===== config.mk =====
export PLATFORM = sky130hd
export DESIGN_NAME = sm_display_driver
export DESIGN_NICKNAME = d
export VERILOG_FILES = /design/src/rtl/sm_display_driver.sv
export SDC_FILE = /design/constraint.sdc
export NUM_CORES = 1
export LEC_CHECK = 0
export CAP_MARGIN = 10
export CORE_MARGIN = 2
export CORE_UTILIZATION = 40
export DETAILED_ROUTE_END_ITERATION = 16
export GPL_ROUTABILITY_DRIVEN = 0
export SYNTH_ARGS = -nofsm -noshare
export SYNTH_HDL_FRONTEND = slang
export SYNTH_SLANG_ARGS = --single-unit

===== constraint.sdc =====
create_clock -name clk -period 2.7 [get_ports clk]
set_input_delay 0.27 -clock clk [delete_from_list [all_inputs] [get_ports clk]]
set_output_delay 0.27 -clock clk [all_outputs]
set_load 0.05 [all_outputs]

===== src/rtl/sm_display_driver.sv =====
//------------------------------------------------------------------------------
// Module   : sm_display_driver
// Purpose  : Sign-magnitude to 4-digit multiplexed common-anode 7-seg driver.
// Revision : 1.0 - initial release
//------------------------------------------------------------------------------
`default_nettype none

module sm_display_driver #(
    parameter int SCAN_CYCLES = 50000
) (
    input  logic       clk,
    input  logic       ar,
    input  logic       load,
    input  logic       sign,
    input  logic [7:0] mag,
    output logic       busy,
    output logic       done,
    output logic [3:0] an,
    output logic [6:0] seg
);

    localparam int         c_CNT_W = (SCAN_CYCLES > 2) ? $clog2(SCAN_CYCLES) : 1;
    localparam logic [1:0] c_IDLE  = 2'd0;
    localparam logic [1:0] c_SHIFT = 2'd1;
    localparam logic [1:0] c_LATCH = 2'd2;
    localparam logic [6:0] c_BLANK = 7'b1111111;
    localparam logic [6:0] c_DASH  = 7'b0111111;

    logic [1:0]         r_state;
    logic               r_sign;
    logic [7:0]         r_shift;
    logic [11:0]        r_bcd;
    logic [2:0]         r_bit_cnt;
    logic [3:0]         r_disp_h;
    logic [3:0]         r_disp_t;
    logic [3:0]         r_disp_o;
    logic               r_disp_neg;
    logic               r_valid;
    logic               r_done;
    logic [c_CNT_W-1:0] r_scan_cnt;
    logic [1:0]         r_scan_idx;
    logic [3:0]         r_an;
    logic [6:0]         r_seg;
    logic [11:0]        w_bcd_adj;
    logic [6:0]         w_digit_seg;

    function automatic logic [3:0] add3(input logic [3:0] n);
        return (n >= 4'd5) ? (n + 4'd3) : n;
    endfunction

    function automatic logic [6:0] seg7(input logic [3:0] d);
        case (d)
            4'd0:    return 7'b1000000;
            4'd1:    return 7'b1111001;
            4'd2:    return 7'b0100100;
            4'd3:    return 7'b0110000;
            4'd4:    return 7'b0011001;
            4'd5:    return 7'b0010010;
            4'd6:    return 7'b0000010;
            4'd7:    return 7'b1111000;
            4'd8:    return 7'b0000000;
            4'd9:    return 7'b0010000;
            default: return c_BLANK;
        endcase
    endfunction

    always_comb begin
        w_bcd_adj = {add3(r_bcd[11:8]), add3(r_bcd[7:4]), add3(r_bcd[3:0])};
    end

    // Conversion FSM: capture, eight shift-add-3 steps, then publish to display.
    always_ff @(posedge clk or negedge ar) begin
        if (!ar) begin
            r_state    <= c_IDLE;
            r_sign     <= 1'b0;
            r_shift    <= 8'd0;
            r_bcd      <= 12'd0;
            r_bit_cnt  <= 3'd0;
            r_disp_h   <= 4'd0;
            r_disp_t   <= 4'd0;
            r_disp_o   <= 4'd0;
            r_disp_neg <= 1'b0;
            r_valid    <= 1'b0;
            r_done     <= 1'b0;
        end else begin
            r_done <= 1'b0;
            case (r_state)
                c_IDLE: begin
                    if (load) begin
                        r_sign    <= sign;
                        r_shift   <= mag;
                        r_bcd     <= 12'd0;
                        r_bit_cnt <= 3'd0;
                        r_state   <= c_SHIFT;
                    end
                end
                c_SHIFT: begin
                    {r_bcd, r_shift} <= {w_bcd_adj[10:0], r_shift, 1'b0};
                    r_bit_cnt        <= r_bit_cnt + 3'd1;
                    if (r_bit_cnt == 3'd7) begin
                        r_state <= c_LATCH;
                    end
                end
                c_LATCH: begin
                    r_disp_h   <= r_bcd[11:8];
                    r_disp_t   <= r_bcd[7:4];
                    r_disp_o   <= r_bcd[3:0];
                    r_disp_neg <= r_sign && (r_bcd != 12'd0);
                    r_valid    <= 1'b1;
                    r_done     <= 1'b1;
                    r_state    <= c_IDLE;
                end
                default: r_state <= c_IDLE;
            endcase
        end
    end

    // Leading-zero blanking; negative zero keeps the sign digit dark.
    always_comb begin
        w_digit_seg = c_BLANK;
        if (r_valid) begin
            case (r_scan_idx)
                2'd0: w_digit_seg = seg7(r_disp_o);
                2'd1: w_digit_seg = ((r_disp_h != 4'd0) || (r_disp_t != 4'd0)) ? seg7(r_disp_t) : c_BLANK;
                2'd2: w_digit_seg = (r_disp_h != 4'd0) ? seg7(r_disp_h) : c_BLANK;
                default: w_digit_seg = r_disp_neg ? c_DASH : c_BLANK;
            endcase
        end
    end

    always_ff @(posedge clk or negedge ar) begin
        if (!ar) begin
            r_scan_cnt <= '0;
            r_scan_idx <= 2'd0;
            r_an       <= 4'b1111;
            r_seg      <= c_BLANK;
        end else begin
            r_an  <= ~(4'b0001 << r_scan_idx);
            r_seg <= w_digit_seg;
            if (r_scan_cnt == c_CNT_W'(SCAN_CYCLES - 1)) begin
                r_scan_cnt <= '0;
                r_scan_idx <= r_scan_idx + 2'd1;
            end else begin
                r_scan_cnt <= r_scan_cnt + 1'b1;
            end
        end
    end

    assign busy = (r_state != c_IDLE);
    assign done = r_done;
    assign an   = r_an;
    assign seg  = r_seg;

endmodule

`default_nettype wire


* Word-level counts from Yosys, hierarchy flattened
Memory sizes are Yosys's and may differ from the RTL's. Cells that the tools add are included.
Word-level totals: register bits 70, latch bits 0, bits in writable memories 0, memory bits (read-only) 336, output and inout bits 13, word-level logic and storage cells 68, memories kept 3
Memories:
- (name not given) | words 16, width 7, read ports 1, clocked after memory_dff 0, write ports 0, line 52 | case (d)
- (name not given) | words 16, width 7, read ports 1, clocked after memory_dff 0, write ports 0, line 52
- (name not given) | words 16, width 7, read ports 1, clocked after memory_dff 0, write ports 0, line 52
Cells by class: $add $sub $neg 6, multipliers 0, divide/modulo/power cells 0, $lt $le $gt $ge 3, equality and inequality tests 8, shift-type cells 1, multiplexer cells 19, bitwise gates (word level) 1, reduce and logical (&&, ||, !) cells 12
Operator list (count):
- two-way mux 7 bit | 4
- case mux 12 bit (2 select lines) | 1
- case mux 7 bit (3 select lines) | 1
- adder 16 x 1 -> 16 bit, second input constant | 1
- equality test 16 bit, second input constant | 1
- two-way mux 16 bit | 1
- case mux 8 bit (2 select lines) | 1
- greater-or-equal comparator 4 x 3 -> 1 bit, second input constant | 3
- two-way mux 12 bit | 1
- nonzero test 12 bit | 1
- adder 4 x 2 -> 4 bit, second input constant | 2
- two-way mux 4 bit | 2
- two-way mux 8 bit | 1
- nonzero test 4 bit | 2
- two-way mux 3 bit | 2
- case mux 3 bit (2 select lines) | 1
- AND reduction 2 bit | 3
- equality test 2 x 1 -> 1 bit, second input constant | 2
- equality test 2 bit, second input constant | 2
- logical NOT 2 bit | 2
- two-way mux 2 bit | 2
- inequality test 2 bit, second input constant | 2
- inverter 4 bit | 1
- case mux 2 bit (2 select lines) | 1
- 9 further kinds | 10

* Logic depth before layout (Yosys ltp)
Gate-level depths: netlist of run 1.
depth after elaboration 5, gate-level depth with buffers 6

* Worst setup path before layout of run 1
No wires, ideal clock.
path type reg2reg, from register r_state[0], to register r_sign, library setup time 125 ps, arrival 1519 ps, setup slack 1056 ps, cell stages (with the launch flop) 5, buffers on the path 1, period minus slack after synthesis 1644 ps, cells stage by stage dfrtp_1 clkbuf_1 or2_2 or2_2 mux2_2
Between the ends: longest elaborated chain between the ends 2
RTL lines:
- from (decl) | line 29 | logic [1:0] r_state;
- from (signal assigned) | line 74 | r_state <= c_IDLE;
- from (signal assigned) | line 94 | r_state <= c_SHIFT;
- from (signal assigned) | line 101 | r_state <= c_LATCH;
- logical NOT 2 bit | line 87 | case (r_state)
- AND reduction 2 bit (no line)
- to (signal assigned) | line 90 | r_sign <= sign;
- to (decl) | line 30 | logic r_sign;
Every way passes these cells. A chain may end at the register's enable or synchronous reset.

* Worst setup path in the final report of run 1
from register r_state[0], to output port busy
Between the ends: longest elaborated chain between the ends 1
RTL lines:
- nonzero test 2 bit | line 149 | assign busy = (r_state != c_IDLE);
- to (decl) | line 16 | output logic busy,
Every way passes these cells.

==> metrics.md, run 1 <==
| Metric | Value |
|---|---|
| Synth cell types | 47 |
| Final worst slack | approximately 0.4 ns |
| Syn. warnings | 0 |
| Slowest-stage cell, CP | clkdlybuf4s50_1 |
| Worst-Skew Late Latency | 0.34 ns |
| Die Wd | 102.4 um |
| Final ANT Viol Nets | 0 |
| Cells along the critical path | or2_2 -> clkdlybuf4s50_1 |
| Flop pwr share | about 39% |
| Worst vdd ir | around 0.41 mV |
| Largest net degree at the start of global routing | between 40 and 50 |
| Startpoint type of the worst setup path | flip-flop |
| Share of layout cells above drive strength 1 | 10.66% |
| Layout net count | about 460 |
| Syn-to-layout area delta | 15.55% |
| Post-Syn Nets | 436 |
| Worst-case reg-to-reg path depth | 4 |
| Crit Path Category | reg2out |
| GR Util met3 | under 10% |
| # placed instances | about 530 |
| Internal | about 2.7 mW |
| Final WL | about 7400 um |
| Largest cells by area after synthesis | dfrtp_1 (38%), ha_1 (10%), dfstp_2 (7.5%) |
| Core Area | 9328 um^2 |
| GR Layer Usage met2 | about 25% |
| Final worst-path cycle share | between 80% and 90% |
| Global-route usage over all layers | 15.71% |
| RSZ-0062 raised after global routing | no |
| Comb power frac | between 30% and 40% |
| PortBufs | 24 |
| Met1 Use GR | a little over a fifth |
| Asr flop ratio synth | 100.0% |
| Clock transition at the registers of the reported paths | ~0.070 ns |
| Grt peak-use layer | met2 |
| Worst-path maximum fanout | 20 |
| Syn Std Cell Area | just under 4000 um^2 |
| Synth Instances | roughly 400 |
| HP Start | r_bcd[9] |
| Post-Layout Cell Count | about 550 |
| Hold path depth | 2 |
| Design area | roughly 4500 um^2 |
| P_leak | around 1.9 nW |
| MaxCap Viol Count | 0 |
| Sw Ratio | between 30% and 40% |
| Top FF cell, synth | dfrtp_1 |
| Seq cells post-synth | 70 |
| Pins Over Slew Limit | 0 |
| GRT Residual Overflow | 0 |
| WL/cell | around 14 um |
| Starting Density | about 42% |
| Syn Area/Cell | ~10 um^2 |
| Clock power share | a little over a fifth |
| Maximum clock rate | between 0.4 and 0.5 GHz |
| Clk_skew | 0.009393 ns |
| Top-count cell post-synth | dfrtp_1 |
| Drt via density | about 5 |
| Root Driver | clkbuf_8 |
| Sw Pwr | 1.673 mW |
| Post-placement setup slack | 0.7813 ns |
| Worst min path class | reg2reg |
| IO Pins | 25 |
| Worst R2R Setup Slack | between 0.7 and 0.8 ns |
| Die Y-Extent | between 100 and 150 um |
| Num rows | 35 |
| Die area | about 10,000 um^2 |
| Most frequent cells after synthesis | dfrtp_1 (59), nand2_1 (42), o21ai_0 (35) |
| Num CTS Buffers | 9 |
| Final Hold Viols | 0 |
| Slew @ Worst Pin | 0.6749 ns |
| Worst endpoint required time | 2.43 ns |
| Hold Path Sink | r_bcd[9] |
| DPL Wire Length | around 5400 um |
| Fillers | just under 900 |
| R2r endpoint | r_scan_idx[1] |
| Residual DRC | 0 |
| Seq/Total Area, Yosys | about 46% |
| Setup_tns | 0 ns |
| Number of global-route vias before repair | roughly 2,700 |
| Clk sinks | 70 |
| Hold slack | slightly below 0.5 ns |
| Initial antenna violation count | 0 |
| Dpl cell area | around 4200 um^2 |
| Area leader, netlist | dfrtp_1 |
| H-tree depth | 3 |
| Diodes inserted | 0 |
| Global-route wire length before repair | ~13,000 um |
| CTS tree | yes |
| Crit. End Element | primary output |
| Pre-Repair DR Iteration Count | 4 |
| Final min period | roughly 2.3 ns |
| Status | complete, no violations |
| Worst EP arrival | 2.03 ns |
| Share of the synthesized area in the top cell type | about two fifths |
| Pwr per Cell Area | roughly 970 nW/um^2 |
| Clock Path Buffers | 2 |
| Final setup violation count | 0 |
| Slew headroom | approximately 55% |
| Via Count | roughly 2,800 |
| Initial drt markers | approximately 120 |
| RR Startpoint | r_scan_cnt[0] |
| Crit path largest cell delay | slightly below 0.8 ns |
| Number of flops mapped to enable cells by yosys | 0 |
[area by class of cell]
type,count,area [um^2],area share (%)
Clock buffer,13,148.9,3.329
Clock inverter,3,67.56,1.510
Inverter,27,101.3,2.266
Multi-Input combinational cell,281,1948,43.55
Sequential cell,70,1765,39.47
Tap cell,129,161.4,3.608
Timing Repair Buffer,28,280.3,6.266
[power by group through the flow]
stage	Clock (mW)	Combinational [mW]	Sequential [mW]
4_1_cts	0.960	1.74	1.68
5_1_grt	0.997	1.94	1.73
2_1_floorplan	0	1.28	1.69
6_report	0.938	1.72	1.67
3_3_place_gp	0	1.68	1.68
3_5_place_dp	0	1.73	1.70
[worst max-delay path: cells and delay by family, from the launching register on]
family        cells  cell delay, ns
flops             1            0.68
simple gates      1            0.21
buf+inv           1            0.79
[layer usage]
metal | up-vias | part of all wire, %
met3 | 12 | 3.1
met2 | 59 | 45
li1 | 1420 | -
met5 | - | 0
met4 | 0 | 1.6
met1 | 1334 | 50
[registers in the layout, summed over array words and instances (netlist names), 2 cells and up]
signal      flops
r_disp_t        4
r_disp_o        4
r_scan_idx      2
r_bit_cnt       3
r_bcd          12
seg             7
r_state         2
r_shift         8
r_disp_h        4
r_scan_cnt     16
an              4
[logic make-up (layout without fill, tap and decap cells)]
logic type / count (synthesis) / in the layout / share of synthesized area, %
XOR/XNOR: 18 / 18 / 4.072
AO/OA/AOI/OAI: 93 / 93 / 15.06
multiplexers: 15 / 15 / 4.169
flip-flops: 70 / 70 / 45.60
AND/OR/NAND/NOR: 123 / 123 / 16.68
adder cells (fa/ha/maj): 32 / 32 / 10.34
buffers and inverters: 41 / 71 / 4.072
[repair_timing]
action                    CTS  global route
hold endpoints to repair   18             0
hold buffers                1             0
buffers inserted            0             0
gates resized for setup     0             0
[how the worst max path moves through the flow]
stage / startpoint / to / slack, ns / cells after the start
after global routing: r_state[0] / busy / 0.33 / 2
final: r_state[0] / busy / 0.40 / 2
after global placement: r_state[0] / busy / 0.79 / 2
after CTS: r_state[0] / busy / 0.38 / 2
after floorplan: r_state[0] / r_sign / 1.06 / 4
after detailed placement: r_state[0] / busy / 0.78 / 2
[placed cells by master (no fill, tap or decap), types with 2 or more instances in the layout]
cell	n
mux2i_1	6
nand2_1	42
or2_2	4
o221ai_1	7
o2111ai_1	4
o31ai_1	3
xnor2_1	14
or3_1	2
clkdlybuf4s50_1	23
nor3b_1	7
ha_1	32
a22oi_1	3
dfstp_2	11
nor4_1	2
nand2b_1	15
nand4_1	3
mux2_2	9
nor3_1	8
dfrtp_1	59
o21a_1	2
o21bai_1	2
buf_4	2
o21ai_0	35
xor2_1	4
nand3_1	8
clkbuf_1	3
bufinv_16	2
a21oi_1	23
clkbuf_8	10
and3_1	2
nor2b_1	4
inv_1	27
nor2_1	18
a22o_1	6
[per-stage QoR]
step           util (%)  total power [mW]
6_report          47.95             4.335
5_1_grt           47.95             4.668
3_5_place_dp      45.53             3.427
3_3_place_gp      45.53             3.364
2_1_floorplan         -             2.972
4_1_cts           47.95             4.378
Note: power is estimated with default switching activity, not from simulation.
==> inputs of run 2 (changes only) <==
CTS_CLUSTER_SIZE = 40   (was not set)
==> results of run 2 <==
No change in the layout: final DEF, timing and power equal those of run 1.
==> inputs of run 3 (changes only) <==
PLACE_DENSITY_LB_ADDON = 0.2   (was not set)
==> run 3 against run 2 <==
Effect of this change:
- critical endpoint unchanged
- clock power is 1% lower
- largest power group unchanged
- non-clock buffer count is 1 higher
- setup slack worse by 0.0094 ns
- die area stayed put
- cell count is 0.18% higher
- largest cell class unchanged
- highest routed layer unchanged
==> metrics.md, run 3 (synthesis results as in run 1) <==
| Metric | Value |
|---|---|
| Status | complete, no violations (unchanged) |
| Drt via density | 5.082 (was 5.127) |
| Residual DRC | 0 (unchanged) |
| Num CTS Buffers | 9 (unchanged) |
| Final min period | 2.308 ns (was 2.298 ns) |
| Max FFs per register | 16 (unchanged) |
| Final Hold Viols | 0 (unchanged) |
| Layout net count | 462 (was 461) |
| Num rows | 35 (unchanged) |
| Worst endpoint required time | 2.43 ns (about the same) |
| Number of setup buffers added after CTS | 0 (unchanged) |
| Root Driver | clkbuf_8 (unchanged) |
| Slowest-stage cell, CP | clkdlybuf4s50_1 (unchanged) |
| Pwr per Cell Area | 960.9 nW/um^2 (was 969.1 nW/um^2) |
| PortBufs | 24 (unchanged) |
| Pins Over Slew Limit | 0 (unchanged) |
| Final ANT Viol Nets | 0 (unchanged) |
| H-tree depth | 3 (unchanged) |
| Diodes inserted | 0 (unchanged) |
| Global-route wire length before repair | 12,360 um (was 12,830 um) |
| Maximum clock rate | 0.4333 GHz (was 0.4351 GHz) |
| Final worst-path cycle share | 85.47% (was 85.12%) |
| Cells along the critical path | or2_2 -> clkdlybuf4s50_1 (unchanged) |
| Worst-path maximum fanout | 20 (unchanged) |
| Clock transition at the registers of the reported paths | 0.07 ns (about the same) |
| Core Area | 9328 um^2 (unchanged) |
| Most frequent cells in the layout | dfrtp_1 (59), nand2_1 (42), o21ai_0 (35), ha_1 (32), inv_1 (27) (unchanged) |
| Crit Path Category | reg2out (unchanged) |
| P_leak | 1.941 nW (about the same) |
| Biggest regs | r_scan_cnt (16), r_bcd (12), r_shift (8) (unchanged) |
| Slew headroom | 55.44% (was 55.00%) |
| Worst-Skew Late Latency | 0.35 ns (was 0.34 ns) |
| Clk_skew | 0.01221 ns (was 0.009393 ns) |
| Design area | 4479 um^2 (was 4473 um^2) |
| DPL Wire Length | 5196 um (was 5433 um) |
| Startpoint type of the worst setup path | flip-flop (unchanged) |
| CTS tree | yes (unchanged) |
| Clk sinks | 70 (unchanged) |
| Total power | 4.304 mW (was 4.335 mW) |
| Slew @ Worst Pin | 0.6683 ns (was 0.6749 ns) |
| Most common cell after layout, fill and taps aside | dfrtp_1 (unchanged) |
| Pre-Repair DR Iteration Count | 4 (unchanged) |
| IO Pins | 25 (unchanged) |
| Clock Path Buffers | 2 (unchanged) |
| Crit path largest cell delay | 0.80 ns (was 0.79 ns) |
| Share of layout cells above drive strength 1 | 11.35% (was 10.66%) |
| Syn-to-layout area delta | 15.71% (was 15.55%) |
| Setup_tns | 0 ns (unchanged) |
| Reg with most FFs | r_scan_cnt (unchanged) |
| Initial antenna violation count | 0 (unchanged) |
| Largest net degree at the start of global routing | 42 (unchanged) |
| RSZ-0062 raised after global routing | no (unchanged) |
| Crit. End Element | primary output (unchanged) |
| Die Wd | 102.4 um (unchanged) |
| Final core utilization | 48.02% (was 47.95%) |
| WL/cell | 13.17 um (was 13.51 um) |
| Die area | 10,480 um^2 (unchanged) |
| Number of global-route vias before repair | 2,636 (was 2,700) |
| Worst EP arrival | 2.04 ns (was 2.03 ns) |
| Global-route usage over all layers | 15.18% (was 15.71%) |
| Starting Density | 41.50% (unchanged) |
| Final setup violation count | 0 (unchanged) |
| Via Count | 2,805 (was 2,825) |
| MaxCap Viol Count | 0 (unchanged) |
| Final WL | 7271 um (was 7446 um) |
| Dpl cell area | 4254 um^2 (was 4247 um^2) |
| Die Y-Extent | 102.4 um (unchanged) |
| # placed instances | 535 (was 534) |
| GRT Residual Overflow | 0 (unchanged) |
| Post-Layout Cell Count | 552 (was 551) |
| Worst min path class | reg2reg (unchanged) |
| Initial drt markers | 77 (was 119) |
| Worst vdd ir | 0.4416 mV (was 0.4081 mV) |
## run 3: cell count changes in the layout (fill, tap and decap cells not counted)
cell | previous run | this run
clkbuf_1 | 3 | 1
clkinv_2 | 0 | 1
buf_4 | 2 | 3
clkinvlp_4 | 1 | 3
clkbuf_8 | 10 | 9
## run 3: per-layer routing
metal,vias up,global-route usage [%],share of wire (%)
met3,13,3.762,3.7
li1,1420,-,-
met4,0,5.538,1.5
met5,-,0,0
met1,1314,21.31,50
met2,58,22.87,45
## run 3: worst paths after layout
path	to	slack (ns)	from	cells after the start
worst min register to register	r_valid	0.47	r_valid	2
worst max register to register	seg[3]	0.92	r_disp_o[1]	6
min in group asynchronous	r_scan_cnt[2]	0.50	ar	2
max in group asynchronous	r_bit_cnt[0]	1.56	ar	3
worst min-delay path	r_valid	0.47	r_valid	2
worst max-delay path	busy	0.39	r_state[0]	2
## run 3: power by group
group          internal, mW  switching (mW)  total, mW
Sequential             1.35           0.325       1.67
Combinational         0.764           0.943       1.71
Clock                 0.519           0.406      0.925
Total                  2.63            1.67       4.30
## run 3: worst max-delay path: cells and delay by family (launching register included)
family        cells  cell delay [ns]
simple gates      1             0.21
flops             1             0.69
buf+inv           1             0.80
## run 3: per-stage QoR
| stage | worst slack, ns | hold WS [ns] |
|---|---|---|
| floorplan | 1.056 | -0.02559 |
| global placement | 0.7901 | 0.3520 |
| detailed placement | 0.7654 | 0.3614 |
| CTS | 0.3853 | 0.4701 |
| global route | 0.3022 | 0.4897 |
| finish | 0.3922 | 0.4682 |
## run 3: final cells by class
class / instances / area (um^2)
fill: 902 / 4848
multi-input combinational: 281 / 1948
sequential: 70 / 1765
timing repair buffer: 29 / 287.8
tap: 129 / 161.4
clock buffer: 10 / 127.6
inverter: 27 / 101.3
clock inverter: 6 / 87.58
## run 3: what timing repair did
| action | in CTS | in global routing |
|---|---|---|
| resized for setup | 0 | 0 |
| endpoints found under the hold margin | 18 | 0 |
| hold buffers | 1 | 0 |
